## src/rtl/muldiv_pkg.sv

```systemverilog
// Shared encodings and sizing helpers for the EX-stage multiply/divide unit.
package muldiv_pkg;

  localparam logic [2:0] OP_MULT  = 3'd0;
  localparam logic [2:0] OP_MULTU = 3'd1;
  localparam logic [2:0] OP_DIV   = 3'd2;
  localparam logic [2:0] OP_DIVU  = 3'd3;
  localparam logic [2:0] OP_MTHI  = 3'd4;
  localparam logic [2:0] OP_MTLO  = 3'd5;

  typedef enum logic [1:0] {
    S_IDLE  = 2'd0,
    S_ITER  = 2'd1,
    S_FIXUP = 2'd2
  } state_e;

  function automatic int iter_count(input int width, input int bpc);
    return width / bpc;
  endfunction

  function automatic int count_width(input int width, input int bpc);
    return $clog2(width / bpc + 1);
  endfunction

  function automatic logic is_muldiv_op(input logic [2:0] op);
    return (op <= OP_DIVU);
  endfunction

  function automatic logic is_div_op(input logic [2:0] op);
    return (op == OP_DIV) || (op == OP_DIVU);
  endfunction

  function automatic logic is_signed_op(input logic [2:0] op);
    return (op == OP_MULT) || (op == OP_DIV);
  endfunction

endpackage

```

## src/rtl/muldiv_step.sv

```systemverilog
// One iteration of the unsigned datapath: shift-add multiply or restoring
// divide, retiring BITS_PER_CYCLE bits per call.
module muldiv_step #(
  parameter int WIDTH          = 32,
  parameter int BITS_PER_CYCLE = 1
) (
  input  logic             mode_div,
  input  logic [WIDTH-1:0] operand,
  input  logic [WIDTH-1:0] hi_in,
  input  logic [WIDTH-1:0] lo_in,
  output logic [WIDTH-1:0] hi_out,
  output logic [WIDTH-1:0] lo_out
);

  logic [WIDTH:0] wide;

  // Multiply: {hi,lo} holds partial product with the multiplier draining out of lo.
  // Divide: hi is the running remainder, lo shifts the dividend out and quotient in.
  always_comb begin
    hi_out = hi_in;
    lo_out = lo_in;
    wide   = '0;
    for (int i = 0; i < BITS_PER_CYCLE; i++) begin
      if (mode_div) begin
        wide   = {hi_out, lo_out[WIDTH-1]};
        lo_out = {lo_out[WIDTH-2:0], 1'b0};
        if (wide >= {1'b0, operand}) begin
          wide      = wide - {1'b0, operand};
          lo_out[0] = 1'b1;
        end
        hi_out = wide[WIDTH-1:0];
      end else begin
        wide   = {1'b0, hi_out} + (lo_out[0] ? {1'b0, operand} : '0);
        hi_out = wide[WIDTH:1];
        lo_out = {wide[0], lo_out[WIDTH-1:1]};
      end
    end
  end

endmodule

```

## src/rtl/ex_muldiv_unit.sv

```systemverilog
// Iterative multiply/divide unit for the EX stage: owns HI/LO, handles
// MTHI/MTLO, and stalls the front of the pipeline while an op is in flight.
module ex_muldiv_unit
  import muldiv_pkg::*;
#(
  parameter int WIDTH          = 32,
  parameter int BITS_PER_CYCLE = 1
) (
  input  logic             Clk,
  input  logic             Reset,
  input  logic             Start,
  input  logic [2:0]       Op,
  input  logic [WIDTH-1:0] A,
  input  logic [WIDTH-1:0] B,
  input  logic             ReadHiLo,
  input  logic             Flush,
  output logic             Stall,
  output logic             Busy,
  output logic             Done,
  output logic             DivByZero,
  output logic [WIDTH-1:0] HI,
  output logic [WIDTH-1:0] LO
);

  localparam int ITER_COUNT = iter_count(WIDTH, BITS_PER_CYCLE);
  localparam int CNT_W      = count_width(WIDTH, BITS_PER_CYCLE);
  localparam logic [CNT_W-1:0] CNT_INIT = CNT_W'(ITER_COUNT);
  localparam logic [CNT_W-1:0] CNT_ONE  = CNT_W'(1);

  state_e             state, state_next;
  logic [CNT_W-1:0]   cnt;
  logic [WIDTH-1:0]   hi_q, lo_q;
  logic [WIDTH-1:0]   acc_hi, acc_lo, operand_q;
  logic [WIDTH-1:0]   step_hi, step_lo;
  logic               is_div_q, neg_res_q, neg_rem_q, div_zero_q;

  logic               a_neg, b_neg, b_zero, start_valid, commit;
  logic [WIDTH-1:0]   a_mag, b_mag;
  logic [WIDTH-1:0]   commit_hi, commit_lo;
  logic [2*WIDTH-1:0] prod_fixed;

  // Signed ops iterate on magnitudes; the sign is restored at commit.
  always_comb begin
    a_neg       = is_signed_op(Op) & A[WIDTH-1];
    b_neg       = is_signed_op(Op) & B[WIDTH-1];
    a_mag       = a_neg ? -A : A;
    b_mag       = b_neg ? -B : B;
    b_zero      = (B == '0);
    start_valid = Start & ~Flush & (state == S_IDLE);
  end

  muldiv_step #(
    .WIDTH          (WIDTH),
    .BITS_PER_CYCLE (BITS_PER_CYCLE)
  ) u_step (
    .mode_div (is_div_q),
    .operand  (operand_q),
    .hi_in    (acc_hi),
    .lo_in    (acc_lo),
    .hi_out   (step_hi),
    .lo_out   (step_lo)
  );

  always_comb begin
    prod_fixed = neg_res_q ? -{acc_hi, acc_lo} : {acc_hi, acc_lo};
    if (is_div_q) begin
      commit_hi = neg_rem_q ? -acc_hi : acc_hi;
      commit_lo = neg_res_q ? -acc_lo : acc_lo;
    end else begin
      commit_hi = prod_fixed[2*WIDTH-1:WIDTH];
      commit_lo = prod_fixed[WIDTH-1:0];
    end
  end

  always_comb begin
    state_next = state;
    Busy       = 1'b0;
    commit     = 1'b0;
    unique case (state)
      S_IDLE: begin
        if (start_valid && is_muldiv_op(Op))
          state_next = (is_div_op(Op) && b_zero) ? S_FIXUP : S_ITER;
      end
      S_ITER: begin
        Busy = 1'b1;
        if (Flush)
          state_next = S_IDLE;
        else if (cnt == CNT_ONE)
          state_next = S_FIXUP;
      end
      S_FIXUP: begin
        commit     = ~Flush & Reset;
        state_next = S_IDLE;
      end
      default: state_next = S_IDLE;
    endcase

    Done      = commit;
    DivByZero = commit & div_zero_q;
    Stall     = Busy | (Start & is_muldiv_op(Op) & (state == S_IDLE)) | (ReadHiLo & Busy);
    // Bypass so an MFHI/MFLO released in the commit cycle sees the new value.
    HI        = commit ? commit_hi : hi_q;
    LO        = commit ? commit_lo : lo_q;
  end

  always_ff @(posedge Clk) begin
    if (!Reset) begin
      state      <= S_IDLE;
      cnt        <= '0;
      hi_q       <= '0;
      lo_q       <= '0;
      acc_hi     <= '0;
      acc_lo     <= '0;
      operand_q  <= '0;
      is_div_q   <= 1'b0;
      neg_res_q  <= 1'b0;
      neg_rem_q  <= 1'b0;
      div_zero_q <= 1'b0;
    end else begin
      state <= state_next;

      if (start_valid) begin
        if (Op == OP_MTHI) hi_q <= A;
        if (Op == OP_MTLO) lo_q <= A;
        if (is_muldiv_op(Op)) begin
          is_div_q <= is_div_op(Op);
          cnt      <= CNT_INIT;
          if (is_div_op(Op)) begin
            // Divide by zero preloads the architected result and skips iteration.
            operand_q  <= b_mag;
            acc_hi     <= b_zero ? A : '0;
            acc_lo     <= b_zero ? '1 : a_mag;
            neg_res_q  <= ~b_zero & (a_neg ^ b_neg);
            neg_rem_q  <= ~b_zero & a_neg;
            div_zero_q <= b_zero;
          end else begin
            operand_q  <= a_mag;
            acc_hi     <= '0;
            acc_lo     <= b_mag;
            neg_res_q  <= a_neg ^ b_neg;
            neg_rem_q  <= 1'b0;
            div_zero_q <= 1'b0;
          end
        end
      end

      if (Busy && !Flush) begin
        acc_hi <= step_hi;
        acc_lo <= step_lo;
        cnt    <= cnt - CNT_ONE;
      end

      if (commit) begin
        hi_q <= commit_hi;
        lo_q <= commit_lo;
      end
    end
  end

  // Upstream must be frozen whenever a new op shows up mid-iteration.
  a_start_while_busy: assert property (@(posedge Clk) disable iff (!Reset)
    (Start && Busy) |-> Stall);

endmodule

```

## config.mk

```make
export PLATFORM = sky130hd
export DESIGN_NAME = ex_muldiv_unit
export DESIGN_NICKNAME = d
export VERILOG_FILES = /design/src/rtl/muldiv_pkg.sv /design/src/rtl/muldiv_step.sv /design/src/rtl/ex_muldiv_unit.sv
export SDC_FILE = /design/constraint.sdc
export NUM_CORES = 1
export LEC_CHECK = 0
export CAP_MARGIN = 20
export CORE_ASPECT_RATIO = 0.8
export CORE_UTILIZATION = 45
export CTS_BUF_LIST = sky130_fd_sc_hd__clkbuf_8
export DETAILED_ROUTE_END_ITERATION = 7
export PLACE_DENSITY = 0.7
export REMOVE_ABC_BUFFERS = 1
export SLEW_MARGIN = 10
export SYNTH_ARGS = -nofsm -noshare
export SYNTH_HDL_FRONTEND = slang
export SYNTH_HIERARCHICAL = 1
export SYNTH_SLANG_ARGS = --single-unit
```

## constraint.sdc

```tcl
create_clock -name Clk -period 5.3 [get_ports Clk]
set_clock_uncertainty 0.15 [all_clocks]
set_input_delay 1.06 -clock Clk [delete_from_list [all_inputs] [get_ports Clk]]
set_output_delay 1.06 -clock Clk [all_outputs]
set_load 0.05 [all_outputs]
```

==> results of run 1 <==
## power groups by stage
| stage | Combinational [mW] | Sequential, mW | Clock, mW |
|---|---|---|---|
| after global routing | 1.21 | 1.38 | 0.987 |
| after global placement | 1.10 | 1.40 | 0 |
| after floorplan | 0.673 | 1.38 | 0 |
| final | 1.16 | 1.37 | 0.935 |
| after detailed placement | 1.11 | 1.40 | 0 |
| after CTS | 1.12 | 1.37 | 0.936 |
## per-layer routing
metal,up-vias,global-route usage (%)
li1,8600,-
met1,9041,51.3
met2,1108,50.9
met3,163,6.39
met4,0,16.0
met5,-,0
## state kept, by name (all words and copies together) (netlist names)
| signal | count |
|---|---|
| is_div_q | 1 |
| operand_q | 32 |
| state | 2 |
| acc_lo | 32 |
| div_zero_q | 1 |
| neg_rem_q | 1 |
| lo_q | 32 |
| cnt | 6 |
| hi_q | 32 |
| neg_res_q | 1 |
| acc_hi | 32 |
## path summary, 6_finish.rpt
path | startpoint | to | slack (ns) | cells past startpoint
worst max register to register | acc_lo[0] | acc_hi[30] | 0.70 | 14
worst min register to register | div_zero_q | div_zero_q | 0.31 | 2
worst min-delay path | div_zero_q | div_zero_q | 0.31 | 2
worst max-delay path | acc_hi[1] | HI[30] | 0.20 | 9
## final cells by class
cell class	count	area, sq um
Tap cell	480	601
Clock buffer	21	289
Sequential cell	172	3450
Timing Repair Buffer	202	2290
Multi-Input combinational cell	1898	12200
Fill cell	3538	16800
Inverter	73	278
Clock inverter	9	73.8
## cell usage after synthesis (19+ instances only)
library cell	instances	area share (%)
mux2i_1	49	3.0
nand2b_1	24	0.90
mux2_2	44	3.0
nand3_1	72	2.2
nand4_1	19	0.72
xnor2_1	85	4.5
dfxtp_1	172	21
a31oi_1	49	1.8
o21a_1	43	1.9
nor3_1	47	1.4
o21ai_0	101	3.0
nor2_1	184	4.2
ha_1	70	5.3
nand2_1	251	5.7
or4_1	21	0.95
o31ai_1	30	1.4
or3_1	28	1.1
and2_1	44	1.7
xor2_1	65	3.4
clkbuf_1	136	3.1
inv_1	71	1.6
nor4_1	36	1.4
a21o_1	38	1.7
and3_1	80	3.0
o41ai_1	21	1.1
a21oi_1	242	7.3
## worst reg2reg max path, cell delays in order, from the launching register on
cell and delay, ns:
dfxtp_1 0.68, buf_4 0.36, and2_1 0.18, ha_1 0.21, and3_1 0.22, o21a_1 0.16
a21oi_1 0.13, a211oi_1 0.75, a31oi_1 0.29, o31ai_1 0.33, mux2_2 0.39, a211o_1 0.28
o21ai_0 0.16, a21oi_1 0.09, a21oi_1 0.14
## stage by stage
step                area (sq um)  instances
floorplan                  15900       2143
global placement           18800       2822
detailed placement         18800       2823
CTS                        19200       2853
global route               19200       2855
finish                     19200       2855
## cells by family after synthesis
group / after synthesis / synth area share, %
DFF: 172 / 20.8
buffers and inverters: 238 / 5.66
AOI/OAI and AO/OA: 717 / 28.2
adders and majority gates: 72 / 5.52
muxes: 93 / 5.94
and+or+nand+nor: 866 / 26.0
xor gates and xnor gates: 150 / 7.92
==> key figures, run 1 <==
Synthesis
  • #FFs+latches synth: 172
  • Synth Instances: 2308
  • Synth unique cells: 88
  • Syn Std Cell Area: 16600 sq um
  • Synth warnings: 6
  • Seq/Total Area, Yosys: 20.8%
  • Post-synth EDFFs: 0
  • Post-synth ARST share: 0%
  • Most common flop cell mapped by yosys: dfxtp_1
  • Synthesized area per cell: 7.19 sq um

Critical path
  • Worst path cell trace: inv_1 > ha_1 > or3b_2 > or4_4 > a211oi_4 > nand4_1 > and4_1 > nor3_1 > buf_12
  • Crit path max-delay family: simple AND/OR/NAND/NOR gates
  • Critical Path RT: 4.09 ns
  • Crit end category: output port
  • Setup crit start kind: flop
  • Crit path largest cell delay: 0.56 ns
  • Worst path buffer plus inverter count: 2
  • Crit Path Max Fanout: 11
  • WP data arrival: 3.89 ns
  • Critical path class: reg -> out
  • Worst path slowest cell: nor3_1

Finish
  • Most frequent cells in the layout: nand2_1, a21oi_1, nor2_1
  • Layout cells sized above 1: 10.5%
  • Util after Layout: 53.3%
  • Fin nets: 2508
  • Most common cell after layout, fill and taps aside: nand2_1
  • Area growth syn-to-layout: 15.9%
  • Ant diodes: 0

Global route
  • First-pass GRT wire length: 103000 microns
  • Vias in the first global route: 17000
  • Total track usage: 35.6%
  • Total gr overflow: 0
  • Pin count of the biggest net entering global routing: 77
  • Initial antenna violation count: 0

STA
  • Fmax: 196 MHz
  • Final setup TNS: 0 ns
  • Fin worst setup slack: 0.202 ns
  • Final count of pins violating max slew: 0
  • Post-route clock period utilization: 96.2%
  • # setup viols final: 0
  • Final hold violations: 0
  • Min cycle time layout: 5.10 ns
  • Slew Limit Headroom: 22.5%
  • Worst slew pin tran: 1.16 ns
  • Hold WS: 0.315 ns
  • RSZ-0062 raised after global routing: false

Clocking
  • Number of CTS-inserted buffers: 17
  • CTS tree: built
  • Post-CTS sizing: 0
  • Post-CTS Setup Bufs: 0
  • Clk_lat worst skew: 0.52 ns
  • CTS clk-pin slew, worst paths: 0.09 ns
  • Cts hold-fix bufs: 0
  • Root buffer cell: clkbuf_8
  • Max clock buf depth: 2
  • H-tree Lvls: 4
  • CTS sink count: 172

Place
  • Final HPWL DP: 51400 microns
  • GP Congestion: 0.993
  • Pre-CTS WS: 0.778 ns
  • Buffers added on ports: 138

Pwr
  • Combinational Power Share: 33.4%
  • Leak pwr: 7.90 nW
  • Internal power: 2.16 mW
  • Reg power frac: 39.6%
  • Maximum VDD drop: 0.136 mV
  • Clock power share: 27.0%
  • NetSw: 1.30 mW
  • Design Power: 3.47 mW
  • Sw Ratio: 37.5%
  • Pwr Density: 180 nW/um^2

Hold path
  • Worst min-delay path class: reg -> reg

Routing
  • Met1 WL: 30400 microns
  • Final WL: 68700 microns
  • Drt first pass iters: 6
  • Routed vias/inst: 6.62
  • Antenna Violating Nets Remaining: 0
  • Residual DRC: 0
  • Routed wl met3: 7090 microns
  • Met2 WL: 28000 microns
  • Max Used Layer: met4
  • WL/cell: 24.1 microns
  • Initial DRC count: 2560
  • DR vias: 18900

Floorplanning
  • Die H: 174 microns
  • Row cnt: 62
  • I/O pins: 140
  • Die ar.: 37600 sq um
  • Initial Utilization: 46.0%
  • Core area: 36100 sq um
  • Die width: 217 microns

Run
  • # Max-Cap Violations: 0

Status
  • Status: finished, final reports clean
Note: power is estimated with default switching activity, not from simulation.
==> run 2: changes to the inputs <==
Settings changed: GPL_TIMING_DRIVEN set to 0.
==> run 2 against run 1 <==
Compared with the run above:
- fmax fell by 2.4%
- critical path depth fell by 2
- register-to-register slack got worse by 0.33 ns
- highest routed layer is now met5
- final cell count fell by 1.1%
- power rose by 1.6%
- the flow now finishes with violations (DRC)
- critical path type unchanged
==> key figures, run 2 (synthesis gave the netlist of run 1 again) <==
Finish
  • Fill cell count: 3530 (was 3538)
  • Most common cell after layout, fill and taps aside: nand2_1 (unchanged)
  • Fin nets: 2476 (was 2508)
  • Area growth syn-to-layout: 14.3% (was 15.9%)
  • Layout cells sized above 1: 7.97% (was 10.5%)
  • Most frequent cells in the layout: nand2_1, a21oi_1, nor2_1 (unchanged)
  • FF/Latch Area: 3450 sq um (about the same)
  • Multi-input logic area: 12400 sq um (was 12200 sq um)
  • Ant diodes: 0 (unchanged)

Global route
  • Vias in the first global route: 16900 (was 17000)
  • Pin count of the biggest net entering global routing: 92 (was 77)
  • Initial antenna violation count: 1 (was 0)
  • Total track usage: 35.0% (was 35.6%)
  • First-pass GRT wire length: 102000 microns (was 103000 microns)
  • Total gr overflow: 0 (unchanged)

STA
  • Final hold violations: 0 (unchanged)
  • # setup viols final: 0 (unchanged)
  • RSZ-0062 raised after global routing: false (unchanged)
  • Hold WS: 0.323 ns (was 0.315 ns)
  • Fmax: 191 MHz (was 196 MHz)
  • Final count of pins violating max slew: 0 (unchanged)
  • Post-route clock period utilization: 98.6% (was 96.2%)
  • Fin worst setup slack: 0.0754 ns (was 0.202 ns)
  • Slew Limit Headroom: 16.1% (was 22.5%)
  • Min cycle time layout: 5.22 ns (was 5.10 ns)
  • Worst slew pin tran: 1.25 ns (was 1.16 ns)

Critical path
  • Setup crit start kind: flop (unchanged)
  • Crit Path Max Fanout: 16 (was 11)
  • Crit end category: output port (unchanged)
  • Critical path class: reg -> out (unchanged)
  • Worst path slowest cell: clkdlybuf4s50_1 (was nor3_1)
  • Worst path cell trace: or4_1 > or4_4 > o31ai_1 > a21oi_1 > xnor2_1 > a21oi_1 > clkdlybuf4s50_1 (was inv_1 > ha_1 > or3b_2 > or4_4 > a211oi_4 > nand4_1 > and4_1 > nor3_1 > buf_12)
  • Crit path largest cell delay: 0.85 ns (was 0.56 ns)
  • WP data arrival: 4.01 ns (was 3.89 ns)
  • Worst path most repeated cell: a21oi_1
  • Critical Path RT: 4.09 ns (about the same)

Routing
  • Antenna Violating Nets Remaining: 0 (unchanged)
  • Routed vias/inst: 6.71 (was 6.62)
  • DR vias: 19000 (was 18900)
  • Residual DRC: 17 (was 0)
  • Drt first pass iters: 8 (was 6)
  • Initial DRC count: 2604 (was 2560)
  • Routed wl met3: 8260 microns (was 7090 microns)
  • WL/cell: 24.0 microns (was 24.1 microns)
  • Max Used Layer: met5 (was met4)
  • Met2 WL: 27700 microns (was 28000 microns)
  • Met1 WL: 29100 microns (was 30400 microns)
  • Final WL: 67900 microns (was 68700 microns)

Pwr
  • Pwr Density: 186 nW/um^2 (was 180 nW/um^2)
  • Design Power: 3.52 mW (was 3.47 mW)
  • Maximum VDD drop: 0.142 mV (was 0.136 mV)
  • Leak pwr: 7.96 nW (was 7.90 nW)

Floorplanning
  • Row cnt: 62 (unchanged)
  • I/O pins: 140 (unchanged)
  • Die ar.: 37600 sq um (unchanged)
  • Core area: 36100 sq um (unchanged)
  • Die width: 217 microns (unchanged)
  • Die H: 174 microns (unchanged)
  • Initial Utilization: 46.0% (unchanged)

Clocking
  • Max clock buf depth: 2 (unchanged)
  • Number of CTS-inserted buffers: 17 (unchanged)
  • CTS sink count: 172 (unchanged)
  • Root buffer cell: clkbuf_8 (unchanged)
  • Clk_lat worst skew: 0.52 ns (about the same)
  • H-tree Lvls: 4 (unchanged)
  • CTS clk-pin slew, worst paths: 0.10 ns (was 0.09 ns)
  • Cts hold-fix bufs: 0 (unchanged)
  • CTS tree: built (unchanged)

Place
  • Buffers added on ports: 138 (unchanged)
  • GP Congestion: 0.974 (was 0.993)
  • Final HPWL DP: 49600 microns (was 51400 microns)
  • Pre-CTS WS: -1.00 ns (was 0.778 ns)

Status
  • Status: finished, violations left (was finished, final reports clean)
  • Failing checks: DRC

Run
  • # Max-Cap Violations: 0 (unchanged)

Hold path
  • Worst min-delay path class: reg -> reg (unchanged)
## run 2: changes by cell type in the layout (fill, tap and decap cells not counted), moves of 4 or more
| cell | previous run | this run |
|---|---|---|
| buf_4 | 80 | 9 |
| buf_12 | 47 | 2 |
| dlygate4sd2_1 | 0 | 40 |
| buf_16 | 0 | 10 |
| clkdlybuf4s50_1 | 71 | 80 |
| dlymetal6s2s_1 | 0 | 7 |
| nor4_1 | 35 | 28 |
| clkbuf_2 | 0 | 5 |
| nor4_2 | 1 | 6 |
| buf_8 | 1 | 5 |
| clkinv_2 | 1 | 5 |
| nor2_1 | 181 | 177 |
## run 2: layout make-up
type,count,area share [%]
flip-flops and latches,172,18.2
clock buffers,20,1.45
repair buffers,169,9.68
multi-input cells,1899,65.3
well taps,480,3.17
clock inverters,12,0.640
inverters,73,1.60
## run 2: report_power, final
part / internal [mW] / switching (mW) / total [mW]
sequential: 1.32 / 0.0572 / 1.38
clock: 0.451 / 0.555 / 1.01
combinational: 0.417 / 0.717 / 1.13
## run 2: what timing repair did
action                                  4_1_cts  5_1_grt
endpoints found under the setup margin       66       27
pin swaps                                     3        0
setup buffers                                 7        0
gates resized for setup                      77       28
cloned                                        1        1
## run 2: final timing paths
check	start	endpoint	slack, ns	cells past startpoint
max	acc_lo[2]	HI[13]	0.08	7
min	div_zero_q	div_zero_q	0.32	2
max reg2reg	acc_hi[0]	acc_hi[29]	0.37	12
min reg2reg	div_zero_q	div_zero_q	0.32	2
## run 2: through the flow
step	TNS [ns]	instances	cell area [sq um]	util, %
detailed placement	-33.77	2782	18400	51.0
global route	0	2825	19000	52.6
CTS	-0.00602	2822	18900	52.4
floorplan	-303.49	2143	15900	-
global placement	-1415.41	2761	17900	49.6
finish	0	2825	19000	52.6
## run 2: per-layer routing
metal	vias up	GRT usage, %
met4	2	13.6
met5	-	0
li1	8567	-
met1	8952	50.7
met3	158	7.05
met2	1278	50.1
## run 2: worst max-delay path: cells and delay by family (launching register included)
family / cells / cell delay, ns
and+or+nand+nor: 2 / 1.27
buffers and inverters: 1 / 0.85
AOI/OAI and AO/OA: 3 / 0.72
DFF: 1 / 0.44
xor gates and xnor gates: 1 / 0.20
